`src/rtl/fpu_rr_arbiter.sv`:
```
// Round-robin arbiter sharing one combinational FP add/sub unit among NUM_REQ clients.
// Optional sticky overflow/underflow flags are enabled by defining FPU_RR_ARBITER_STICKY_FLAGS_EN.
module fpu_rr_arbiter #(
   parameter  int NUM_REQ = 4,
   parameter  int NUM_OP  = 1,
   localparam int ID_W    = (NUM_REQ > 1) ? $clog2(NUM_REQ) : 1
) (
   input  logic                   i_clk,
   input  logic                   i_rst_n,
   input  logic [NUM_REQ-1:0]     i_req_valid,
   output logic [NUM_REQ-1:0]     o_req_ready,
   input  logic [NUM_REQ*NUM_OP-1:0] i_req_add_sub,
   input  logic [NUM_REQ*32-1:0]  i_req_a,
   input  logic [NUM_REQ*32-1:0]  i_req_b,
   output logic [NUM_OP-1:0]      o_fpu_add_sub,
   output logic [31:0]            o_fpu_a,
   output logic [31:0]            o_fpu_b,
   input  logic [31:0]            i_fpu_s,
   input  logic                   i_fpu_ov_flag,
   input  logic                   i_fpu_un_flag,
   output logic                   o_rsp_valid,
   input  logic                   i_rsp_ready,
   output logic [ID_W-1:0]        o_rsp_id,
   output logic [31:0]            o_rsp_s,
   output logic                   o_rsp_ov,
   output logic                   o_rsp_un,
`ifdef FPU_RR_ARBITER_STICKY_FLAGS_EN
   input  logic                   i_flag_clr,
   output logic                   o_sticky_ov,
   output logic                   o_sticky_un,
`endif
   output logic                   o_busy
);

   typedef enum logic [1:0] {IDLE = 2'd0, EXEC = 2'd1, RESP = 2'd2} state_t;

   state_t              state_r, state_nxt_s;
   logic [ID_W-1:0]     ptr_r, id_r, win_idx_s;
   logic                win_found_s, grant_ok_s, req_hs_s, rsp_hs_s;
   logic [NUM_OP-1:0]   sel_op_s, fpu_op_r;
   logic [31:0]         sel_a_s, sel_b_s, fpu_a_r, fpu_b_r, rsp_s_r;
   logic                rsp_valid_r, rsp_ov_r, rsp_un_r;
   logic [ID_W-1:0]     rsp_id_r;

   // Round-robin search starting one past the last winner, wrapping modulo NUM_REQ
   always_comb begin
      int              idx_v;
      logic [ID_W-1:0] cand_v;
      logic            hit_v;
      win_found_s = 1'b0;
      win_idx_s   = '0;
      idx_v       = 0;
      cand_v      = '0;
      hit_v       = 1'b0;
      for (int k = 1; k <= NUM_REQ; k++) begin
         idx_v       = (int'(ptr_r) + k) % NUM_REQ;
         cand_v      = ID_W'(idx_v);
         hit_v       = !win_found_s && i_req_valid[cand_v];
         win_idx_s   = hit_v ? cand_v : win_idx_s;
         win_found_s = win_found_s | hit_v;
      end
   end

   // Operand mux selecting the winner's op and operands
   always_comb begin
      logic sel_v;
      sel_op_s = '0;
      sel_a_s  = 32'h0000_0000;
      sel_b_s  = 32'h0000_0000;
      sel_v    = 1'b0;
      for (int k = 0; k < NUM_REQ; k++) begin
         sel_v    = (win_idx_s == ID_W'(k));
         sel_op_s = sel_v ? i_req_add_sub[NUM_OP*k +: NUM_OP] : sel_op_s;
         sel_a_s  = sel_v ? i_req_a[32*k +: 32] : sel_a_s;
         sel_b_s  = sel_v ? i_req_b[32*k +: 32] : sel_b_s;
      end
   end

   // Grant is offered from IDLE, or from RESP in the cycle the response is consumed
   assign rsp_hs_s    = (state_r == RESP) && rsp_valid_r && i_rsp_ready;
   assign grant_ok_s  = i_rst_n && ((state_r == IDLE) || rsp_hs_s);
   assign req_hs_s    = grant_ok_s && win_found_s;
   assign o_req_ready = req_hs_s ? ({{(NUM_REQ-1){1'b0}}, 1'b1} << win_idx_s) : '0;

   // Next-state logic
   always_comb begin
      state_nxt_s = IDLE;
      case (state_r)
         IDLE:    state_nxt_s = req_hs_s ? EXEC : IDLE;
         EXEC:    state_nxt_s = RESP;
         RESP: begin
            if (rsp_hs_s) begin
               state_nxt_s = req_hs_s ? EXEC : IDLE;
            end else begin
               state_nxt_s = RESP;
            end
         end
         default: state_nxt_s = IDLE;
      endcase
   end

   // State register
   always_ff @(posedge i_clk or negedge i_rst_n) begin
      if (!i_rst_n) state_r <= IDLE;
      else          state_r <= state_nxt_s;
   end

   // Operand, pointer and response registers
   always_ff @(posedge i_clk or negedge i_rst_n) begin
      if (!i_rst_n) begin
         ptr_r       <= ID_W'(NUM_REQ - 1);
         id_r        <= '0;
         fpu_op_r    <= '0;
         fpu_a_r     <= 32'h0000_0000;
         fpu_b_r     <= 32'h0000_0000;
         rsp_valid_r <= 1'b0;
         rsp_id_r    <= '0;
         rsp_s_r     <= 32'h0000_0000;
         rsp_ov_r    <= 1'b0;
         rsp_un_r    <= 1'b0;
      end else begin
         if (req_hs_s) begin
            fpu_op_r <= sel_op_s;
            fpu_a_r  <= sel_a_s;
            fpu_b_r  <= sel_b_s;
            id_r     <= win_idx_s;
            ptr_r    <= win_idx_s;
         end else begin
            ptr_r    <= ptr_r;
         end
         if (state_r == EXEC) begin
            rsp_valid_r <= 1'b1;
            rsp_id_r    <= id_r;
            rsp_s_r     <= i_fpu_s;
            rsp_ov_r    <= i_fpu_ov_flag;
            rsp_un_r    <= i_fpu_un_flag;
         end else if (rsp_hs_s || (state_r != RESP)) begin
            rsp_valid_r <= 1'b0;
         end else begin
            rsp_valid_r <= rsp_valid_r;
         end
      end
   end

`ifdef FPU_RR_ARBITER_STICKY_FLAGS_EN
   logic sticky_ov_r, sticky_un_r;

   // Sticky flags: a capture in EXEC sets, clear acts only on bits not being set
   always_ff @(posedge i_clk or negedge i_rst_n) begin
      if (!i_rst_n) begin
         sticky_ov_r <= 1'b0;
         sticky_un_r <= 1'b0;
      end else begin
         sticky_ov_r <= (sticky_ov_r & ~i_flag_clr) | ((state_r == EXEC) & i_fpu_ov_flag);
         sticky_un_r <= (sticky_un_r & ~i_flag_clr) | ((state_r == EXEC) & i_fpu_un_flag);
      end
   end

   assign o_sticky_ov = sticky_ov_r;
   assign o_sticky_un = sticky_un_r;
`endif

   assign o_fpu_add_sub = fpu_op_r;
   assign o_fpu_a       = fpu_a_r;
   assign o_fpu_b       = fpu_b_r;
   assign o_rsp_valid   = rsp_valid_r;
   assign o_rsp_id      = rsp_id_r;
   assign o_rsp_s       = rsp_s_r;
   assign o_rsp_ov      = rsp_ov_r;
   assign o_rsp_un      = rsp_un_r;
   assign o_busy        = (state_r != IDLE);

endmodule

```
`config.mk`:
```
export PLATFORM = sky130hd
export DESIGN_NAME = fpu_rr_arbiter
export DESIGN_NICKNAME = d
export VERILOG_FILES = /design/src/rtl/fpu_rr_arbiter.sv
export SDC_FILE = /design/constraint.sdc
export NUM_CORES = 1
export LEC_CHECK = 0
export ABC_AREA = 1
export BUFFER_PORTS_ARGS = -buffer_cell sky130_fd_sc_hd__buf_2
export CAP_MARGIN = 20
export CORE_MARGIN = 8
export CORE_UTILIZATION = 25
export DETAILED_ROUTE_END_ITERATION = 12
export GPL_TIMING_DRIVEN = 0
export PLACE_DENSITY = 0.51
export SLEW_MARGIN = 20
export SYNTH_ARGS = -nofsm -noshare
export SYNTH_HDL_FRONTEND = slang
export SYNTH_SLANG_ARGS = --single-unit
```
`constraint.sdc`:
```
create_clock -name i_clk -period 2.4 [get_ports i_clk]
set_input_delay 0.48 -clock i_clk [delete_from_list [all_inputs] [get_ports i_clk]]
set_output_delay 0.48 -clock i_clk [all_outputs]
set_load 0.05 [all_outputs]
```
==> results.yml <==
outcome:
  status: "finished, violations left"
  violations_in_the_final_reports: "negative hold slack, negative setup slack"
logic_synthesis:
  net_count_of_the_mapped_netlist: 1284
  area_leader_netlist: "sky130_fd_sc_hd__dfrtp_1"
  yosys_warnings: 0
  synth.ff_latch_count: 108
  synthesis.area_per_instance_um2: 6.87
  count_of_flip_flops_with_a_built_in_enable_after_synthesis: 0
  synthMostInstantiatedCell: "sky130_fd_sc_hd__nand2_1"
  synth.top_cells.by_count: "sky130_fd_sc_hd__nand2_1, sky130_fd_sc_hd__nand3_1, sky130_fd_sc_hd__nor2_1"
  synthFlopType: "sky130_fd_sc_hd__dfrtp_1"
  netlist_top_cells_area: "sky130_fd_sc_hd__dfrtp_1, sky130_fd_sc_hd__nand2_1, sky130_fd_sc_hd__nand3_1"
  synth_top_area_share_pct: 39.3
  synth_cell_type_count: 25
  yosysSeqAreaShare_pct: 40.1
  postSynth.asyncResetShare_pct: 100
  post_synthesis_cells: 983
  post_synth_instance_area_um2: 6750
route:
  drt.antenna.violating_nets: 0
  route.detailed.vias_per_inst: 4.65
  routed_wl_um: 35700
  dr_total_vias: 8399
  detail_route.wl_per_cell_um: 19.8
  drt_pass1_iterations: 5
  drt_first_iter_violations: 339
  drc_errors: 0
final_layout:
  layout.filler_cells: 2785
  area_delta_synth_final_pct: 77.1
  final_util_pct: 44.7
  design.final.nets: 1760
  drive_above_1_share_pct: 54.0
  layout.cells.non_filler: 1807
cts:
  cts.root.buffer_cell: "sky130_fd_sc_hd__clkbuf_16"
  h_tree_levels: 3
  holdBufCountCts: 0
  clk-insertion-delay-late_ns: 0.36
  tritoncts: "yes"
  sinks_on_the_clock_net: 108
  worst_setup_hold_path_clk_slew_ns: 0.08
  total_clock_buffers_created_by_cts: 9
  clockBufferDepth: 2
sta:
  fin_worst_skew_ns: 0.00908
  grt_setup_unrepaired: "true"
  final.min_clock_period_ns: 2.91
  layout_setup_ws_ns: -0.507
  timing_worst_slew_pin_value_ns: 0.593
  slew_headroom_pct: 60.5
  max_freq_ghz: 0.344
  hold_viol_final: 4
  maxSlewViolCount: 0
  finalSetupTns_ns: -15.12
  setup_violations: 69
  hold_ws_ns: -0.00187
  final_min_period_over_clock_period_pct: 121
setup_path:
  slowest_stage: "sky130_fd_sc_hd__dfstp_2"
  critical_path.endpoint_type: "output pin"
  worstPathCellList: "buf_6 -> nand2_2 -> nand2_4 -> nand2_4 -> buf_4 -> a21boi_2 -> nand2_2 -> nor2_4 -> buf_6 -> buf_8 -> nand2_8 -> nor2_4 -> buf_8"
  worstSetupPathType: "flip-flop to output pin"
  cp_num_buf_inv: 5
  max_stage_delay_ns: 0.57
  timing.critical_path.max_delay_family: "simple AND/OR/NAND/NOR gates"
  worstPathArrival_ns: 2.43
  critical_path_peak_fanout: 5
  crit_path_start_kind: "flip-flop"
  crit_required_ns: 1.92
global_routing:
  grt_first_pass_wirelength_um: 52100
  track_usage_pct: 20.9
  grt_antenna_before_repair: 3
  first_global_vias: 8522
  grt_max_degree: 41
  grt_overflow_total: 0
die:
  floorplan.rows: 60
  area_of_the_die_um2: 32500
  ios: 408
  die_w_um: 180
  core-area_um2: 26700
  fp.dieH_um: 180
  start_util_pct: 25.3
job:
  max_cap_viol_count: 0
placed_design:
  place_congestion: 0.898
  portBuffers: 407
  hpwl_um: 26100
  placedCellCount: 1732
min_path:
  hp-class: "primary input to async pin"
metal layers:
layer  vias to the layer above  GRT usage [%]  routed length [um]
met5                         -              0                  13
met1                      3960           25.8               15200
met3                        32           5.16                2330
li1                       4068              -                   -
met4                         2           5.16                 530
met2                       337           35.8               17600
layout by cell type, fill, tap and decap left out, drive strengths merged, types with 2 or more instances in the layout:
| cell | instances |
|---|---|
| dfrtp | 106 |
| nand3b | 4 |
| dfstp | 2 |
| nand3 | 198 |
| o21bai | 4 |
| nand2 | 284 |
| o21ai | 20 |
| buf | 513 |
| inv | 83 |
| clkinv | 4 |
| nor2 | 175 |
| diode | 2 |
| or2 | 4 |
| clkbuf | 26 |
| a21oi | 4 |
| mux2 | 34 |
state kept, by name (all words and copies together) (netlist names):
name	flops
id_r	2
o_fpu_a	32
o_fpu_add_sub	1
o_fpu_b	32
o_rsp_id	2
o_rsp_ov	1
o_rsp_s	32
o_rsp_un	1
o_rsp_valid	1
ptr_r	2
state_r	2
cell type report:
class / instances / area, um2 / area share, %
Buffer: 64 / 674 / 5.64
Inverter: 81 / 312 / 2.61
Antenna cell: 2 / 5.00 / 0.0419
Timing Repair Buffer: 466 / 2970 / 24.9
Tap cell: 341 / 427 / 3.57
Multi-Input combinational cell: 729 / 4580 / 38.3
Clock inverter: 6 / 57.6 / 0.481
Clock buffer: 10 / 229 / 1.92
Sequential cell: 108 / 2710 / 22.6
final timing paths:
check / from / cells past startpoint / slack, ns / end
worst max-delay path: ptr_r[0] / 13 / -0.51 / o_req_ready[0]
worst min-delay path: i_rst_n / 1 / -0.002 / o_rsp_s[28]
worst max register to register: ptr_r[0] / 21 / -0.30 / o_fpu_b[20]
worst min register to register: o_fpu_b[22] / 2 / 0.48 / o_fpu_b[22]
max in group asynchronous: i_rst_n / 2 / 1.75 / state_r[0]
min in group i_clk: i_fpu_s[18] / 2 / 0.34 / o_rsp_s[18]
metrics by stage:
step / setup slack (ns) / instance area [um2]
floorplan: -0.0689 / 6780
global placement: -2.34 / 9240
detailed placement: -1.09 / 9280
CTS: -0.511 / 10900
global route: -0.589 / 12000
finish: -0.507 / 12000
what timing repair did:
item	in CTS	in global routing
gates cloned	14	1
resized for setup	175	217
pin swaps	45	161
endpoints found under the setup margin	73	69
buffers inserted	27	18
cells by family after synthesis:
kind of cell | share of synthesized area [%]
and+or+nand+nor | 41.7
DFF | 40.1
muxes | 5.67
buffers and inverters | 10.2
AOI/OAI and AO/OA | 2.34
Power is left out: the tool's default activity adds up to more than one toggle a clock period on the data nets, which glitch-free logic cannot reach.
